<file path="config.mk">
export PLATFORM = sky130hd
export DESIGN_NAME = tt_sweep
export DESIGN_NICKNAME = d
export VERILOG_FILES = /design/src/rtl/tt_sweep_pkg.sv /design/src/rtl/tt_hold_timer.sv /design/src/rtl/tt_sweep.sv
export SDC_FILE = /design/constraint.sdc
export NUM_CORES = 1
export LEC_CHECK = 0
export CORE_MARGIN = 3
export CORE_UTILIZATION = 52
export DETAILED_ROUTE_END_ITERATION = 6
export PLACE_DENSITY_LB_ADDON = 0.15
export RECOVER_POWER = 50
export REMOVE_ABC_BUFFERS = 1
export SYNTH_ARGS = -nofsm -noshare
export SYNTH_HDL_FRONTEND = slang
export SYNTH_HIERARCHICAL = 1
export SYNTH_SLANG_ARGS = --single-unit
</file>
<file path="constraint.sdc">
create_clock -name clk -period 2.6 [get_ports clk]
set_clock_uncertainty 0.05 [all_clocks]
set_input_delay 0.39 -clock clk [delete_from_list [all_inputs] [get_ports clk]]
set_output_delay 0.39 -clock clk [all_outputs]
set_load 0.01 [all_outputs]
</file>
<file path="src/rtl/tt_sweep_pkg.sv">
// ============================================================================
// Module : tt_sweep_pkg
// Brief  : Shared types and helpers for the tt_sweep truth-table sweeper.
// Rev    : 1.0
// ============================================================================
`default_nettype none

package tt_sweep_pkg;

    localparam int MAX_N_IN = 12;

    typedef enum logic [1:0] {
        ST_IDLE  = 2'd0,
        ST_DRIVE = 2'd1,
        ST_DONE  = 2'd2
    } state_t;

    function automatic logic [MAX_N_IN-1:0] bin2gray(input logic [MAX_N_IN-1:0] b);
        return b ^ (b >> 1);
    endfunction

    // Width of a counter that must hold values up to hold_cyc.
    function automatic int hold_cnt_w(input int hold_cyc);
        return $clog2(hold_cyc + 1);
    endfunction

endpackage

`default_nettype wire

</file>
<file path="src/rtl/tt_hold_timer.sv">
// ============================================================================
// Module : tt_hold_timer
// Brief  : Per-vector hold counter, 0..HOLD_CYC-1, strobing on the last cycle.
// Rev    : 1.0
// ============================================================================
`default_nettype none

module tt_hold_timer
    import tt_sweep_pkg::*;
#(
    parameter int HOLD_CYC = 20
) (
    input  logic clk,
    input  logic rst_n,
    input  logic clear,
    input  logic en,
    output logic last
);

    localparam int            CW     = hold_cnt_w(HOLD_CYC);
    localparam logic [CW-1:0] C_LAST = CW'(HOLD_CYC - 1);

    logic [CW-1:0] cnt;

    always_ff @(posedge clk or negedge rst_n) begin
        if (!rst_n) begin
            cnt <= '0;
        end else if (clear) begin
            cnt <= '0;
        end else if (en) begin
            cnt <= (cnt == C_LAST) ? '0 : cnt + 1'b1;
        end
    end

    assign last = en && (cnt == C_LAST);

endmodule

`default_nettype wire

</file>
<file path="src/rtl/tt_sweep.sv">
// ============================================================================
// Module : tt_sweep
// Brief  : Exhaustive truth-table sweeper with mismatch count and pass flag.
//          Optional first-failure capture with TT_SWEEP_FIRSTFAIL_EN.
// Rev    : 1.0
// ============================================================================
`default_nettype none

module tt_sweep
    import tt_sweep_pkg::*;
#(
    parameter int                  N_IN     = 4,
    parameter int                  HOLD_CYC = 20,
    parameter logic [2**N_IN-1:0]  EXP_TT   = '0
) (
    input  logic            clk,
    input  logic            rst_n,
    input  logic            start,
    input  logic            abort,
    input  logic            gray,
    input  logic            dut_out,
    output logic [N_IN-1:0] vec,
    output logic            busy,
    output logic            done,
    output logic [N_IN:0]   err_cnt,
    output logic            pass
`ifdef TT_SWEEP_FIRSTFAIL_EN
    ,
    output logic [N_IN-1:0] first_fail_vec,
    output logic            first_fail_vld
`endif
);

    localparam logic [N_IN-1:0] IDX_MAX = {N_IN{1'b1}};

    state_t          state;
    state_t          state_nxt;
    logic [N_IN-1:0] idx;
    logic [N_IN-1:0] vec_r;
    logic            gray_mode;
    logic [N_IN:0]   err_r;
    logic            pass_r;
    logic            last;
    logic            start_acc;
    logic            sample;
    logic            mismatch;
    logic            idx_last;

    function automatic logic [N_IN-1:0] map_vec(input logic [N_IN-1:0] i, input logic g);
        return g ? N_IN'(bin2gray(MAX_N_IN'(i))) : i;
    endfunction

    tt_hold_timer #(
        .HOLD_CYC (HOLD_CYC)
    ) u_hold (
        .clk   (clk),
        .rst_n (rst_n),
        .clear (start_acc),
        .en    (busy),
        .last  (last)
    );

    assign start_acc = (state == ST_IDLE) && start;
    // An abort in the sampling cycle discards that sample.
    assign sample    = (state == ST_DRIVE) && last && !abort;
    assign mismatch  = (dut_out != EXP_TT[vec_r]);
    assign idx_last  = (idx == IDX_MAX);

    always_ff @(posedge clk or negedge rst_n) begin
        if (!rst_n) begin
            state <= ST_IDLE;
        end else begin
            state <= state_nxt;
        end
    end

    always_comb begin
        state_nxt = state;
        case (state)
            ST_IDLE:  if (start) state_nxt = ST_DRIVE;
            ST_DRIVE: begin
                if (abort) begin
                    state_nxt = ST_IDLE;
                end else if (last && idx_last) begin
                    state_nxt = ST_DONE;
                end
            end
            ST_DONE:  state_nxt = ST_IDLE;
            default:  state_nxt = ST_IDLE;
        endcase
    end

    always_ff @(posedge clk or negedge rst_n) begin
        if (!rst_n) begin
            idx       <= '0;
            vec_r     <= '0;
            gray_mode <= 1'b0;
            err_r     <= '0;
            pass_r    <= 1'b0;
        end else if (start_acc) begin
            idx       <= '0;
            vec_r     <= '0;
            gray_mode <= gray;
            err_r     <= '0;
            pass_r    <= 1'b0;
        end else if (sample) begin
            if (mismatch) begin
                err_r <= err_r + 1'b1;
            end
            // Pass is resolved with the final sample so it is valid in the done cycle.
            if (idx_last) begin
                pass_r <= (err_r == '0) && !mismatch;
            end else begin
                idx   <= idx + 1'b1;
                vec_r <= map_vec(idx + 1'b1, gray_mode);
            end
        end
    end

`ifdef TT_SWEEP_FIRSTFAIL_EN
    logic [N_IN-1:0] ff_vec_r;
    logic            ff_vld_r;

    always_ff @(posedge clk or negedge rst_n) begin
        if (!rst_n) begin
            ff_vec_r <= '0;
            ff_vld_r <= 1'b0;
        end else if (start_acc) begin
            ff_vec_r <= '0;
            ff_vld_r <= 1'b0;
        end else if (sample && mismatch && !ff_vld_r) begin
            ff_vec_r <= vec_r;
            ff_vld_r <= 1'b1;
        end
    end

    assign first_fail_vec = ff_vec_r;
    assign first_fail_vld = ff_vld_r;
`endif

    assign vec     = vec_r;
    assign busy    = (state == ST_DRIVE);
    assign done    = (state == ST_DONE);
    assign err_cnt = err_r;
    assign pass    = pass_r;

endmodule

`default_nettype wire

</file>
==> flow_summary_export.csv <==
group,metric,value,unit
clock_network,clkTransAtPathRegs,0.11,ns
worst_setup_path,criticalPathCategory,"reg -> reg",
clock_network,cts_setup_buffers,0,
layout,final_common_cell,"dfrtp_1",
layout,final_nets,149,
global_route,grt_use_total,0.188,
floorplanning,coreArea,2000,sq um
drt,drcViolationCount,0,
drt,wl_per_cell,13.0,um
global_route,grt_max_degree,22,
timing,hold_slack,0.471,ns
layout,diodes,0,
worst_setup_path,path_buf_inv,0,
power,p_per_area,474,nW/um^2
drt,wirelength,2140,um
clock_network,cts-resized-gates,0,
hold_path,hold_path.class,"reg -> reg",
clock_network,cts_buffer_depth,2,
placed_design,portBuffers,17,
timing,max_slew.worst_pin.slew,1.10,ns
drt,drt_pre_antenna_iters,4,
timing,final.setup.tns,0,ns
power,ir_drop,0.306,mV
timing,max_slew_margin,0.265,
global_route,grt_pass1_vias,906,
logic_synthesis,yosysWarningCount,6,
layout,final_cell_count_no_fill,165,
logic_synthesis,synth.distinct_cells,31,
logic_synthesis,syn_area,1130,sq um
drt,vias,919,
timing,finalHoldViolCount,0,
worst_setup_path,path_max_fanout,11,
layout,fillers,175,
global_route,grt_pass1_wl,3830,um
floorplanning,dieArea,2770,sq um
clock_network,cts_sinks,21,
floorplanning,ios,18,
worst_setup_path,arrival,2.50,ns
floorplanning,start_util,0.564,
power,p_sw_frac,0.275,
worst_setup_path,required,2.72,ns
clock_network,root_buffer,"clkbuf_4",
worst_setup_path,worstSetupEndpointType,"flip-flop",
run,drv_cap,0,
timing,fmax,421,MHz
worst_setup_path,crit_slowest_cell,"and4bb_1",
timing,fin_crit_sh,0.913,
worst_setup_path,max_stage_delay,0.50,ns
worst_setup_path,critPathLaunchType,"flip-flop",
floorplanning,dieHeight,52.6,um
clock_network,cts_tree,"built",
drt,drtIter0Drc,13,
outcome,status,"finished clean",
power,p_int,460,uW
logic_synthesis,yosysSeqAreaShare,0.466,
floorplanning,die_w,52.6,um
power,power_frac_seq,0.601,
logic_synthesis,ys_ff_latch,21,
worst_setup_path,crit_chain,"nor2b_1 -> nand2_2 -> nor4b_1 -> and4bb_1 -> nand2_1 -> nand3_1 -> o311ai_1",
clock_network,clock_latency,0.29,ns
layout,drive_above_1_share,0.0580,
global_route,antenna_found_initial,0,
logic_synthesis,syn_area_per_cell,9.40,sq um
timing,maxSlewViolCount,0,
layout,syn2layout_area_growth,18.7,%
worst_setup_path,r2r_slack,0.23,ns
drt,ant_nets,0,
timing,min_period,2.37,ns
power,p_leak,0.000583,uW
clock_network,htreeDepth,1,
power,total_power,635,uW
clock_network,ctsHoldBuffers,0,
drt,via_per_inst,5.57,
logic_synthesis,synth_cells,120,
power,clkPwrFrac,0.239,
placed_design,place_hpwl,1510,um
layout,final_util,0.669,
floorplanning,row_count,16,
layout,final_cell_mix,"dfrtp_1, clkdlybuf4s50_1, nor2_1, nand2_1, nand3_1",
timing,rsz0062_at_grt,"no",
power,comb_power_share,0.161,
placed_design,routabilityCongestion,0.814,
timing,finalSetupViolations,0,
worst_setup_path,critPathTopFamily,"simple AND/OR/NAND/NOR gates",
global_route,gr-total-overflow,0,
placed_design,dpl.cell_count,161,
power,power.switching,175,uW
clock_network,cts_buffers,3,
-- tightest hold or removal path, delay by kind of cell, from the launching register on --
family	cells	cell delay, ns
AND/OR/NAND/NOR	1	0.06
flip-flops	1	0.36
AO/OA/AOI/OAI	1	0.07
-- synth_stat cells --
master | count | area [sq um]
xnor2_1 | 4 | 35.0
nand3_1 | 9 | 45.0
o21ai_0 | 4 | 20.0
buf_4 | 2 | 15.0
xor2_1 | 4 | 35.0
and2_1 | 3 | 18.8
o311ai_1 | 1 | 8.76
nand4bb_1 | 1 | 11.3
a211o_1 | 1 | 8.76
nor2b_1 | 4 | 25.0
a21o_1 | 1 | 7.51
ha_1 | 4 | 50.1
o21ai_1 | 7 | 35.0
buf_2 | 3 | 15.0
a21oi_1 | 5 | 25.0
mux2i_1 | 1 | 10.0
nand2_1 | 11 | 41.3
mux2_2 | 1 | 11.3
nor2_1 | 11 | 41.3
nand4_1 | 6 | 37.5
a31o_1 | 2 | 17.5
dfrtp_1 | 21 | 526
and4bb_1 | 1 | 12.5
nor4b_1 | 1 | 8.76
a2bb2oi_1 | 1 | 8.76
inv_1 | 6 | 22.5
and4b_2 | 1 | 11.3
nor4_1 | 1 | 6.26
a21oi_2 | 1 | 8.76
inv_2 | 1 | 3.75
nand2_2 | 1 | 6.26
-- kinds of logic after synthesis --
family,Yosys count,share of synthesized area
AOI/OAI and AO/OA,23,0.124
xor gates and xnor gates,8,0.0621
adders and majority gates,4,0.0443
buffers and inverters,12,0.0499
DFF,21,0.466
muxes,2,0.0188
and+or+nand+nor,50,0.235
-- registers in the layout (all words and copies together), names as in the netlist --
name,count
pass,1
state,2
err_cnt,5
idx,4
gray_mode,1
u_hold/cnt,5
vec,3
-- final timing paths --
path / startpoint / to / cells past startpoint
worst max register to register: state[0] / vec[2] / 7
max in group asynchronous: rst_n / idx[2] / 2
min in group asynchronous: rst_n / idx[0] / 2
worst max-delay path: state[0] / vec[2] / 7
worst min-delay path: vec[0] / vec[0] / 2
worst min register to register: vec[0] / vec[0] / 2
-- metal layers --
layer,up-vias,part of all wire,global-route usage
met5,-,0,0
met4,0,0.0061,0.0851
met3,2,0.036,0.0313
met2,15,0.49,0.316
met1,447,0.47,0.233
li1,455,-,-
-- per-stage QoR --
| step | setup slack (ns) | area (sq um) |
|---|---|---|
| floorplan | 0.197 | 1100 |
| global placement | 0.367 | 1320 |
| detailed placement | 0.266 | 1320 |
| CTS | 0.254 | 1340 |
| global route | 0.00563 | 1340 |
| finish | 0.225 | 1340 |
-- area by class of cell --
| cell class | count | area, sq um | share of cell area |
|---|---|---|---|
| inverters | 7 | 26.3 | 0.0196 |
| multi-input cells | 87 | 547 | 0.408 |
| repair buffers | 19 | 181 | 0.135 |
| flip-flops and latches | 21 | 526 | 0.392 |
| well taps | 27 | 33.8 | 0.0252 |
| clock buffers | 4 | 26.3 | 0.0196 |
-- power by group through the flow --
stage / sequential, uW / clock (uW) / combinational (uW)
after global routing: 385 / 171 / 118
after detailed placement: 386 / 0 / 101
after CTS: 380 / 159 / 104
after floorplan: 379 / 0 / 67.3
after global placement: 383 / 0 / 101
final: 381 / 151 / 102
No activity file was read; power rests on OpenSTA's default activity.
